===== src/rtl/clock_set_ctrl.sv =====
// -----------------------------------------------------------------------------
// clock_set_ctrl
//
// Time-setting controller for a 24-hour digital clock. MODE walks the user
// through hours -> minutes -> seconds -> commit. UP/DOWN step the active field,
// with press-edge stepping plus auto-repeat while the key is held. While
// editing, the timekeeper is frozen (o_pause). The edited time is handed over
// with a single-cycle o_load strobe.
//
// Optional feature (compile-time macro SET_TIMEOUT_EN):
//   defined   - an idle counter abandons set mode after TIMEOUT idle ticks,
//               returning to RUN without a load.
//   undefined - set mode persists until the user commits.
//
// Parameters:
//   REPEAT_DELAY  ticks a held UP/DOWN must stay low before auto-repeat starts
//   REPEAT_PERIOD ticks between auto-repeat steps
//   BLINK_HALF    ticks per blink half-period
//   TIMEOUT       idle ticks before set mode is abandoned (SET_TIMEOUT_EN)
//
// Ports:
//   i_clk, i_rst_n                  clock, asynchronous active-low reset
//   i_tick                          one-cycle 1 kHz pulse
//   i_key_mode/i_key_up/i_key_down  debounced keys, low = pressed
//   i_hh, i_mm, i_ss                running time from the timekeeper
//   o_pause                         high while editing (SET_x and COMMIT)
//   o_load                          one-cycle commit strobe
//   o_hh, o_mm, o_ss                edit registers
//   o_blink                         {hh,mm,ss} blank mask for the display
// -----------------------------------------------------------------------------
module clock_set_ctrl #(
  parameter int unsigned REPEAT_DELAY  = 500,
  parameter int unsigned REPEAT_PERIOD = 100,
  parameter int unsigned BLINK_HALF    = 250,
  parameter int unsigned TIMEOUT       = 10000
) (
  input  logic       i_clk,
  input  logic       i_rst_n,
  input  logic       i_tick,
  input  logic       i_key_mode,
  input  logic       i_key_up,
  input  logic       i_key_down,
  input  logic [4:0] i_hh,
  input  logic [5:0] i_mm,
  input  logic [5:0] i_ss,
  output logic       o_pause,
  output logic       o_load,
  output logic [4:0] o_hh,
  output logic [5:0] o_mm,
  output logic [5:0] o_ss,
  output logic [2:0] o_blink
);

  // One width for every tick counter keeps the terminal-count compares uniform.
  localparam int unsigned MAX_RP  = (REPEAT_DELAY > REPEAT_PERIOD) ? REPEAT_DELAY : REPEAT_PERIOD;
  localparam int unsigned MAX_BT  = (BLINK_HALF > TIMEOUT) ? BLINK_HALF : TIMEOUT;
  localparam int unsigned MAX_ALL = (MAX_RP > MAX_BT) ? MAX_RP : MAX_BT;
  localparam int unsigned CNT_W   = $clog2(MAX_ALL + 1);

  typedef enum logic [2:0] {RUN, SET_HH, SET_MM, SET_SS, COMMIT} state_t;

  state_t             state;
  logic [2:0]         key_q;      // {mode, up, down} sampled levels
  logic [2:0]         key_prev;   // previous sampled levels
  logic [2:0]         press;
  logic               mode_ev, up_ev, dn_ev, any_ev;
  logic               up_held, dn_held, both_held, in_set;
  logic               rep_active, rep_up, rep_fast;
  logic [CNT_W-1:0]   rep_cnt, rep_limit;
  logic               rep_key_held;
  logic [CNT_W-1:0]   blink_cnt;
  logic               blink_phase, phase_nxt;
  logic               step_req, step_up;
  logic               timeout_hit;

  // Wrap-around step with compare-and-reset arithmetic.
  function automatic logic [5:0] step_field(input logic [5:0] val,
                                            input logic [5:0] max_val,
                                            input logic       up);
    if (up) return (val == max_val) ? 6'd0 : val + 6'd1;
    else    return (val == 6'd0)    ? max_val : val - 6'd1;
  endfunction

  function automatic logic [2:0] field_mask(input state_t s);
    case (s)
      SET_HH:  return 3'b100;
      SET_MM:  return 3'b010;
      SET_SS:  return 3'b001;
      default: return 3'b000;
    endcase
  endfunction

  // Events are taken from the registered copy, so a key change sampled on one
  // edge acts on the following edge.
  assign press        = key_prev & ~key_q;
  assign mode_ev      = press[2];
  assign up_ev        = press[1];
  assign dn_ev        = press[0];
  assign any_ev       = |press;
  assign up_held      = ~key_q[1];
  assign dn_held      = ~key_q[0];
  assign both_held    = up_held & dn_held;
  assign in_set       = (state == SET_HH) || (state == SET_MM) || (state == SET_SS);
  assign rep_limit    = rep_fast ? CNT_W'(REPEAT_PERIOD - 1) : CNT_W'(REPEAT_DELAY - 1);
  assign rep_key_held = rep_up ? up_held : dn_held;

  // Blink phase after this edge; any key event forces "visible".
  assign phase_nxt = any_ev ? 1'b0
                   : blink_phase ^ (i_tick && (blink_cnt == CNT_W'(BLINK_HALF - 1)));

  // NOTE: every signal written in always_comb gets a default first, otherwise
  // a path that skips the assignment infers a latch.
  always_comb begin
    step_req = 1'b0;
    step_up  = 1'b0;
    if (both_held) begin
      step_req = 1'b0;
    end else if (up_ev || dn_ev) begin
      step_req = 1'b1;
      step_up  = up_ev;
    end else if (rep_active && rep_key_held && i_tick && (rep_cnt == rep_limit)) begin
      step_req = 1'b1;
      step_up  = rep_up;
    end
  end

`ifdef SET_TIMEOUT_EN
  logic [CNT_W-1:0] idle_cnt;

  assign timeout_hit = in_set && !any_ev && i_tick && (idle_cnt == CNT_W'(TIMEOUT - 1));

  always_ff @(posedge i_clk or negedge i_rst_n) begin
    if (!i_rst_n)                idle_cnt <= '0;
    else if (!in_set || any_ev)  idle_cnt <= '0;
    else if (i_tick)             idle_cnt <= idle_cnt + 1'b1;
  end
`else
  assign timeout_hit = 1'b0;
`endif

  // NOTE: sequential state uses non-blocking assignments only, so every
  // register sees the pre-edge value of every other register.
  always_ff @(posedge i_clk or negedge i_rst_n) begin
    // NOTE: every register, edit fields included, has a defined reset value;
    // there is no storage array here that could be left unreset.
    if (!i_rst_n) begin
      state       <= RUN;
      key_q       <= 3'b111;
      key_prev    <= 3'b111;
      rep_active  <= 1'b0;
      rep_up      <= 1'b0;
      rep_fast    <= 1'b0;
      rep_cnt     <= '0;
      blink_cnt   <= '0;
      blink_phase <= 1'b0;
      o_pause     <= 1'b0;
      o_load      <= 1'b0;
      o_blink     <= 3'b000;
      o_hh        <= '0;
      o_mm        <= '0;
      o_ss        <= '0;
    end else begin
      key_q    <= {i_key_mode, i_key_up, i_key_down};
      key_prev <= key_q;

      // Blink counter: free-running on ticks, restarted by any key event.
      blink_phase <= phase_nxt;
      if (any_ev)
        blink_cnt <= '0;
      else if (i_tick)
        blink_cnt <= (blink_cnt == CNT_W'(BLINK_HALF - 1)) ? '0 : blink_cnt + 1'b1;

      // Auto-repeat engine: armed only by a press edge inside a SET state, so
      // a key already held when a state is entered never repeats.
      if (!in_set || mode_ev || both_held || (rep_active && !rep_key_held)) begin
        rep_active <= 1'b0;
        rep_fast   <= 1'b0;
        rep_cnt    <= '0;
      end else if (up_ev || dn_ev) begin
        rep_active <= 1'b1;
        rep_up     <= up_ev;
        rep_fast   <= 1'b0;
        rep_cnt    <= '0;
      end else if (rep_active && i_tick) begin
        if (rep_cnt == rep_limit) begin
          rep_cnt  <= '0;
          rep_fast <= 1'b1;
        end else begin
          rep_cnt  <= rep_cnt + 1'b1;
        end
      end

      o_load  <= 1'b0;
      o_blink <= 3'b000;
      case (state)
        RUN: begin
          if (mode_ev) begin
            o_hh    <= i_hh;
            o_mm    <= i_mm;
            o_ss    <= i_ss;
            o_pause <= 1'b1;
            state   <= SET_HH;
          end
        end
        SET_HH, SET_MM, SET_SS: begin
          if (mode_ev) begin
            // MODE wins over UP/DOWN: the field is left untouched.
            if (state == SET_HH)      state <= SET_MM;
            else if (state == SET_MM) state <= SET_SS;
            else begin
              state  <= COMMIT;
              o_load <= 1'b1;
            end
          end else if (timeout_hit) begin
            state   <= RUN;
            o_pause <= 1'b0;
          end else begin
            o_blink <= phase_nxt ? field_mask(state) : 3'b000;
            if (step_req) begin
              case (state)
                SET_HH:  o_hh <= 5'(step_field({1'b0, o_hh}, 6'd23, step_up));
                SET_MM:  o_mm <= step_field(o_mm, 6'd59, step_up);
                default: o_ss <= step_field(o_ss, 6'd59, step_up);
              endcase
            end
          end
        end
        COMMIT: begin
          state   <= RUN;
          o_pause <= 1'b0;
        end
        default: begin
          state   <= RUN;
          o_pause <= 1'b0;
        end
      endcase
    end
  end

endmodule

===== config.mk =====
export PLATFORM = sky130hd
export DESIGN_NAME = clock_set_ctrl
export DESIGN_NICKNAME = d
export VERILOG_FILES = /design/src/rtl/clock_set_ctrl.sv
export SDC_FILE = /design/constraint.sdc
export NUM_CORES = 1
export LEC_CHECK = 0
export BUFFER_PORTS_ARGS = -buffer_cell sky130_fd_sc_hd__buf_4
export CAP_MARGIN = 30
export CORE_MARGIN = 8
export CORE_UTILIZATION = 33
export CTS_CLUSTER_SIZE = 12
export DETAILED_ROUTE_END_ITERATION = 10
export MAX_ROUTING_LAYER = met4
export PLACE_DENSITY = 0.5
export SYNTH_ARGS = -nofsm -noshare
export SYNTH_HDL_FRONTEND = slang
export SYNTH_SLANG_ARGS = --single-unit

===== constraint.sdc =====
create_clock -name i_clk -period 2.4 [get_ports i_clk]
set_clock_uncertainty 0.05 [all_clocks]
set_input_delay 0.36 -clock i_clk [delete_from_list [all_inputs] [get_ports i_clk]]
set_output_delay 0.36 -clock i_clk [all_outputs]
set_load 0.02 [all_outputs]

==> reports/results.tsv, run 1 <==
metric	value	unit
tightest_slew	0.824	ns
grt_pass1_wl	17300	um
drt_iter0_markers	289	
synth_cell_types	75	
grt_pass1_vias	3471	
grt_util_all_layers	0.136	
tns	0	ns
area_growth	21.5	%
pin_count	45	
die_area	16400	um2
min_period	2.24	ns
antenna_found_initial	0	
first_pass_iters	5	
start_kind	flip-flop	
r2r_end	o_hh[1]$_DFFE_PN0P_	
antenna_left	0	
setup_violations	0	
antenna_cells	0	
rows	41	
via_per_inst	5.11	
fin_nets	570	
wire_per_inst	14.6	um
final-max-slew-violation-count	0	
ir_worst_vdd	0.312	mV
worstRegToRegCells	7	
cts_tree	built	
max_freq	446	MHz
vias	3644	
crit_path_max_fanout	6	
grt_overflow	0	
portBuffers	44	
criticalPathCategory	reg -> reg	
drive_gt1_frac	0.224	
status	finished clean	
wl	10400	um
relSlewSlack	0.451	
yosys_warnings	0	
synth-main-ff-cell	dfrtp_1	
rsz0062_at_grt	no	
netlist_area	4150	um2
period_share	0.935	
crit_required	2.57	ns
cts_sinks	63	
clock_path_buffers	2	
worst_setup_path_end_kind	flip-flop	
gp_congestion	0.812	
synth.avg_cell_area	8.62	um2
whs	0.0781	ns
reg2reg_from	rep_cnt[0]$_DFFE_PN0P_	
nFillCells	1290	
synth_largest_area_cell	dfrtp_1	
syn-num-nets	515	
cap_violations	0	
clk_latency	0.34	ns
hold_path.class	in -> async	
clkTransAtPathRegs	0.05	ns
synth_edf_count	0	
cts-root-buf	clkbuf_16	
post-dp-hpwl	7500	um
yosys-top-cells-area	dfrtp_1 (34%), nor2_1 (5.6%), nand2_1 (4.7%)	
powerDensity	1010	nW/um2
leakagePower	2.09	nW
htree_levels	3	
drcViolationCount	0	
rrSetupSlack	0.16	ns
start_util	0.333	
grt_max_degree	64	
fp.dieH	128	um
synth_top_area_share	0.344	
cp.arrival	2.41	ns
ys_seq_elements	63	
cts.hold.buffers_added	0	
synthCells	481	
cts_made_buffers	9	
synthArstFlopShare	1.00	
hold_viol	0	
coreArea	12500	um2
die_w	128	um
yosysSeqAreaShare	0.382	
-- registers in the layout, indices dropped and copies added (netlist names), 3 cells and up --
register and count:
o_hh 5, o_ss 6, o_mm 6, o_blink 3
key_prev 3, state 3, key_q 3, rep_cnt 14
blink_cnt 14
-- metrics by stage --
step / setup slack (ns) / instance area [um2] / total power (W) / instances / utilization
2_1_floorplan: 0.313 / 4150 / 0.00322 / 481 / -
3_5_place_dp: 0.102 / 4730 / 0.00391 / 696 / 0.379
5_1_grt: 0.0117 / 5040 / 0.00552 / 713 / 0.404
3_3_place_gp: 0.141 / 4730 / 0.00388 / 696 / 0.379
4_1_cts: 0.0675 / 5010 / 0.00518 / 712 / 0.402
6_report: 0.157 / 5040 / 0.00511 / 713 / 0.404
-- where the power goes --
part           total, W  internal (W)  leakage, nW  switching, W
combinational   0.00223      0.000997         1.15       0.00124
clock           0.00121      0.000724        0.132      0.000485
sequential      0.00167       0.00126        0.813      0.000409
-- layer usage --
metal  GRT usage  wire (um)  part of all wire  vias up
met5           -          0                 0        -
met4      0.0608        197             0.019        0
met3      0.0333        476             0.046       15
met2       0.207       4670              0.45       70
met1       0.167       5030              0.48     1717
li1            -          -                 -     1842
-- final cells by class --
type / count / area (um2) / area share
multi-input cells: 378 / 2380 / 0.472
flip-flops and latches: 63 / 1580 / 0.314
repair buffers: 68 / 523 / 0.104
clock buffers: 11 / 243 / 0.0482
well taps: 172 / 215 / 0.0427
inverters: 16 / 60.1 / 0.0119
clock inverters: 5 / 33.8 / 0.00670
-- worst max-delay path by stage --
stage / depth (start not counted) / end / startpoint
final: 7 / o_hh[1]$_DFFE_PN0P_ / rep_cnt[0]$_DFFE_PN0P_
after global routing: 8 / o_mm[4]$_DFFE_PN0P_ / rep_cnt[0]$_DFFE_PN0P_
after CTS: 7 / o_hh[0]$_DFFE_PN0P_ / rep_cnt[7]$_DFFE_PN0P_
after detailed placement: 7 / o_hh[0]$_DFFE_PN0P_ / key_q[1]$_DFF_PN1_
after global placement: 6 / o_hh[1]$_DFFE_PN0P_ / key_q[1]$_DFF_PN1_
after floorplan: 8 / o_hh[1]$_DFFE_PN0P_ / rep_cnt[0]$_DFFE_PN0P_
-- cell usage in the layout, fill, tap and decap left out, types with 3 or more instances in the layout --
master / instances
or2_2: 4
o21ai_1: 7
nor3_1: 20
nand4_1: 9
o31ai_1: 5
nand4b_1: 3
a22o_1: 3
o21ai_0: 36
xor2_1: 8
nand2_1: 52
and2_1: 4
nor2_1: 62
inv_1: 15
o21a_1: 4
xnor2_1: 11
a21oi_1: 23
clkbuf_16: 9
nand2b_1: 3
ha_1: 11
nor2b_1: 9
buf_4: 67
dfstp_2: 6
mux2_2: 6
and3_1: 7
or3_1: 5
a211oi_1: 5
mux2i_1: 5
o221ai_1: 3
nand3_1: 21
o211ai_1: 5
dfrtp_1: 57
-- timing repair --
item                                    in CTS  in global routing
endpoints found under the setup margin       0                 20
setup buffers                                0                  1
gates resized for setup                      0                  7
-- logic make-up after synthesis --
kind of cell	Yosys count	synth area share
AND/OR/NAND/NOR	217	0.266
adder cells (fa/ha/maj)	11	0.0332
XOR/XNOR	19	0.0401
AO/OA/AOI/OAI	120	0.199
multiplexers	11	0.0284
flip-flops	63	0.382
buffers and inverters	40	0.0510
-- cells in the mapped netlist, drive strengths merged (3+ instances only) --
cell type	n
o221ai	3
nand2b	3
o21a	4
a21oi	23
o311ai	3
nand3	21
and2	4
or3	5
nor3	21
clkbuf	12
o21ai	43
a211oi	5
a221oi	3
dfrtp	57
o211ai	5
mux2	6
o31ai	6
nand2	52
nor2	63
xnor2	11
nor2b	9
inv	16
xor2	8
nand4b	3
buf	12
ha	11
or2	6
nand4	9
dfstp	6
a22o	3
mux2i	5
and3	7
nor3b	3
-- critical path, cell delays in order, from the launching register on --
cell and delay [ns]:
dfrtp_1 0.40, ha_1 0.19, nor4b_4 0.30, o2111ai_4 0.22, o31ai_4 0.26, a22o_1 0.32
nor2_1 0.07, a311o_1 0.31
Note: power is estimated with default switching activity, not from simulation.
==> run 2: changes to the inputs <==
--- a/config.mk
+++ b/config.mk
@@ -12,7 +12,7 @@
 export CTS_CLUSTER_SIZE = 12
 export DETAILED_ROUTE_END_ITERATION = 10
 export MAX_ROUTING_LAYER = met4
-export PLACE_DENSITY = 0.5
+export PLACE_DENSITY = 0.52
 export SYNTH_ARGS = -nofsm -noshare
 export SYNTH_HDL_FRONTEND = slang
 export SYNTH_SLANG_ARGS = --single-unit
==> constraint.sdc (replaced) <==
create_clock -name i_clk -period 1.95 [get_ports i_clk]
set_clock_uncertainty 0.05 [all_clocks]
set_input_delay 0.2925 -clock i_clk [delete_from_list [all_inputs] [get_ports i_clk]]
set_output_delay 0.2925 -clock i_clk [all_outputs]
set_load 0.02 [all_outputs]
==> run 2 against run 1 <==
Effect of this change: the run now ends with negative setup slack left; setup slack worse by 0.31 ns; worst hold slack worse by 0.063 ns; sequential share of layout area is 4.6 points lower; utilization is 7.0 points higher; first-iteration DRC count is 27% higher; routed wire length is 11% higher; combinational power is 57% higher; cell area is 17% higher; critical path depth is 1 higher; register-to-register slack worse by 0.31 ns; sequential power is 10% higher; critical path type unchanged; critical endpoint unchanged.
==> reports/results.tsv, run 2 (same netlist as run 1, synthesis figures left out) <==
metric	value	unit
htree_levels	3	
hold_viol	0	
pin_count	45	
layout_commonest_cell	buf_4	
drive_gt1_frac	0.382	
die_area	16400	um2
tightest_slew	0.443	ns
grt_util_all_layers	0.149	
wl_met3	483	um
clkTransAtPathRegs	0.06	ns
relSlewSlack	0.705	
crit_required	2.13	ns
nFillCells	1219	
first_pass_iters	4	
clk_latency	0.34	ns
min_path_cells	1	
routed-wl-met2	5400	um
start_kind	flip-flop	
hold_path.class	in -> reg	
reg_top3	blink_cnt (14), rep_cnt (14)	
grt_pass1_wl	19200	um
tns	-1.75	ns
rsz0062_at_grt	yes	
cts_tree	built	
portBuffers	44	
post-dp-hpwl	8330	um
period_share	1.08	
antenna_found_initial	0	
setup_violations	24	
fp.dieH	128	um
coreArea	12500	um2
wl	11500	um
cp.arrival	2.28	ns
area_growth	42.6	%
antenna_left	0	
met1_length	5470	um
leakagePower	2.55	nW
violations	negative setup slack	
rows	41	
min_period	2.10	ns
wire_per_inst	14.6	um
drt_iter0_markers	366	
dp.cells	764	
clock_path_buffers	2	
stdcell_count	787	
worst_setup_path_end_kind	flip-flop	
timing.final.ws_setup	-0.153	ns
powerDensity	1170	nW/um2
grt_pass1_vias	3893	
final_cell_mix	buf_4 (128), dfrtp_1 (57), nand2_1 (52), nor2_1 (51), a21oi_1 (20)	
antenna_cells	0	
routed.top_layer	met4	
cts_sinks	63	
worstRegToRegCells	8	
fin_nets	644	
ir_worst_vdd	0.543	mV
max_freq	476	MHz
finalPower	0.00694	W
grt_max_degree	35	
final_util	0.474	
grt_overflow	0	
crit_path_max_fanout	5	
worst_path_max_delay_cell	dfrtp_1	
vias	3945	
max_stage_delay	0.35	ns
drcViolationCount	0	
cts_made_buffers	9	
gp_congestion	0.872	
via_per_inst	5.01	
path_cells	ha_2 -> nor4b_4 -> o2111ai_4 -> buf_6 -> o31ai_4 -> a22o_1 -> nor2_1 -> a311o_1	
status	finished with violations	
die_w	128	um
criticalPathCategory	reg -> reg	
final-max-slew-violation-count	0	
cts-root-buf	clkbuf_16	
place_ws	-0.198	ns
cap_violations	0	
start_util	0.333	
[run 2: changes by cell type in the layout (fill, tap and decap cells not counted), sizes merged]
cell         before  now
clkinvlp          2    1
buf              68  140
clkbuf           11   10
dlygate4sd3       0    2
bufinv            0    1
clkinv            3    4
[run 2: what timing repair did]
action	in CTS	in global routing
hold buffers	2	0
setup endpoints to repair	41	44
gates resized for setup	42	44
pin swaps	16	24
hold endpoints to repair	30	0
setup buffers	3	3
[run 2: stage by stage]
step | area, um2 | hold WS, ns
finish | 5910 | 0.0150
global route | 5910 | 0.00680
CTS | 5730 | 0.00366
detailed placement | 5240 | 0.222
global placement | 5240 | 0.220
floorplan | 4150 | -0.0531
[run 2: critical path, delay by kind of cell (launching register included)]
family | cells | cell delay, ns
AO/OA/AOI/OAI | 4 | 0.91
flip-flops | 1 | 0.35
AND/OR/NAND/NOR | 2 | 0.32
adder cells (fa/ha/maj) | 1 | 0.18
buffers and inverters | 1 | 0.17
[run 2: per-layer routing]
| metal | global-route usage | vias up |
|---|---|---|
| met1 | 0.187 | 1886 |
| met2 | 0.228 | 67 |
| met4 | 0.0517 | 0 |
| met3 | 0.0379 | 10 |
| li1 | - | 1982 |
| met5 | - | - |
[run 2: cell type report]
cell class,instances,area [um2],area share
clock inverter,6,61.3,0.0104
tap,172,215,0.0364
multi-input combinational,378,2630,0.445
inverter,16,60.1,0.0102
sequential,63,1580,0.268
clock buffer,10,229,0.0387
timing repair buffer,142,1130,0.192
[run 2: where the power goes]
group	switching, W	internal [W]	leakage, nW
Combinational	0.00193	0.00158	1.60
Sequential	0.000291	0.00155	0.813
Clock	0.000601	0.000984	0.142
Total	0.00282	0.00412	2.55
[run 2: final timing paths]
| kind | start | endpoint | slack [ns] |
|---|---|---|---|
| worst max-delay path | rep_cnt[1]$_DFFE_PN0P_ | o_hh[1]$_DFFE_PN0P_ | -0.15 |
| worst min-delay path | i_key_up | key_q[1]$_DFF_PN1_ | 0.01 |
| worst max register to register | rep_cnt[1]$_DFFE_PN0P_ | o_hh[1]$_DFFE_PN0P_ | -0.15 |
| worst min register to register | key_q[1]$_DFF_PN1_ | key_prev[1]$_DFF_PN1_ | 0.35 |
| max in group asynchronous | i_rst_n | key_q[0]$_DFF_PN1_ | 0.85 |
| min in group asynchronous | i_rst_n | o_ss[5]$_DFFE_PN0P_ | 0.39 |
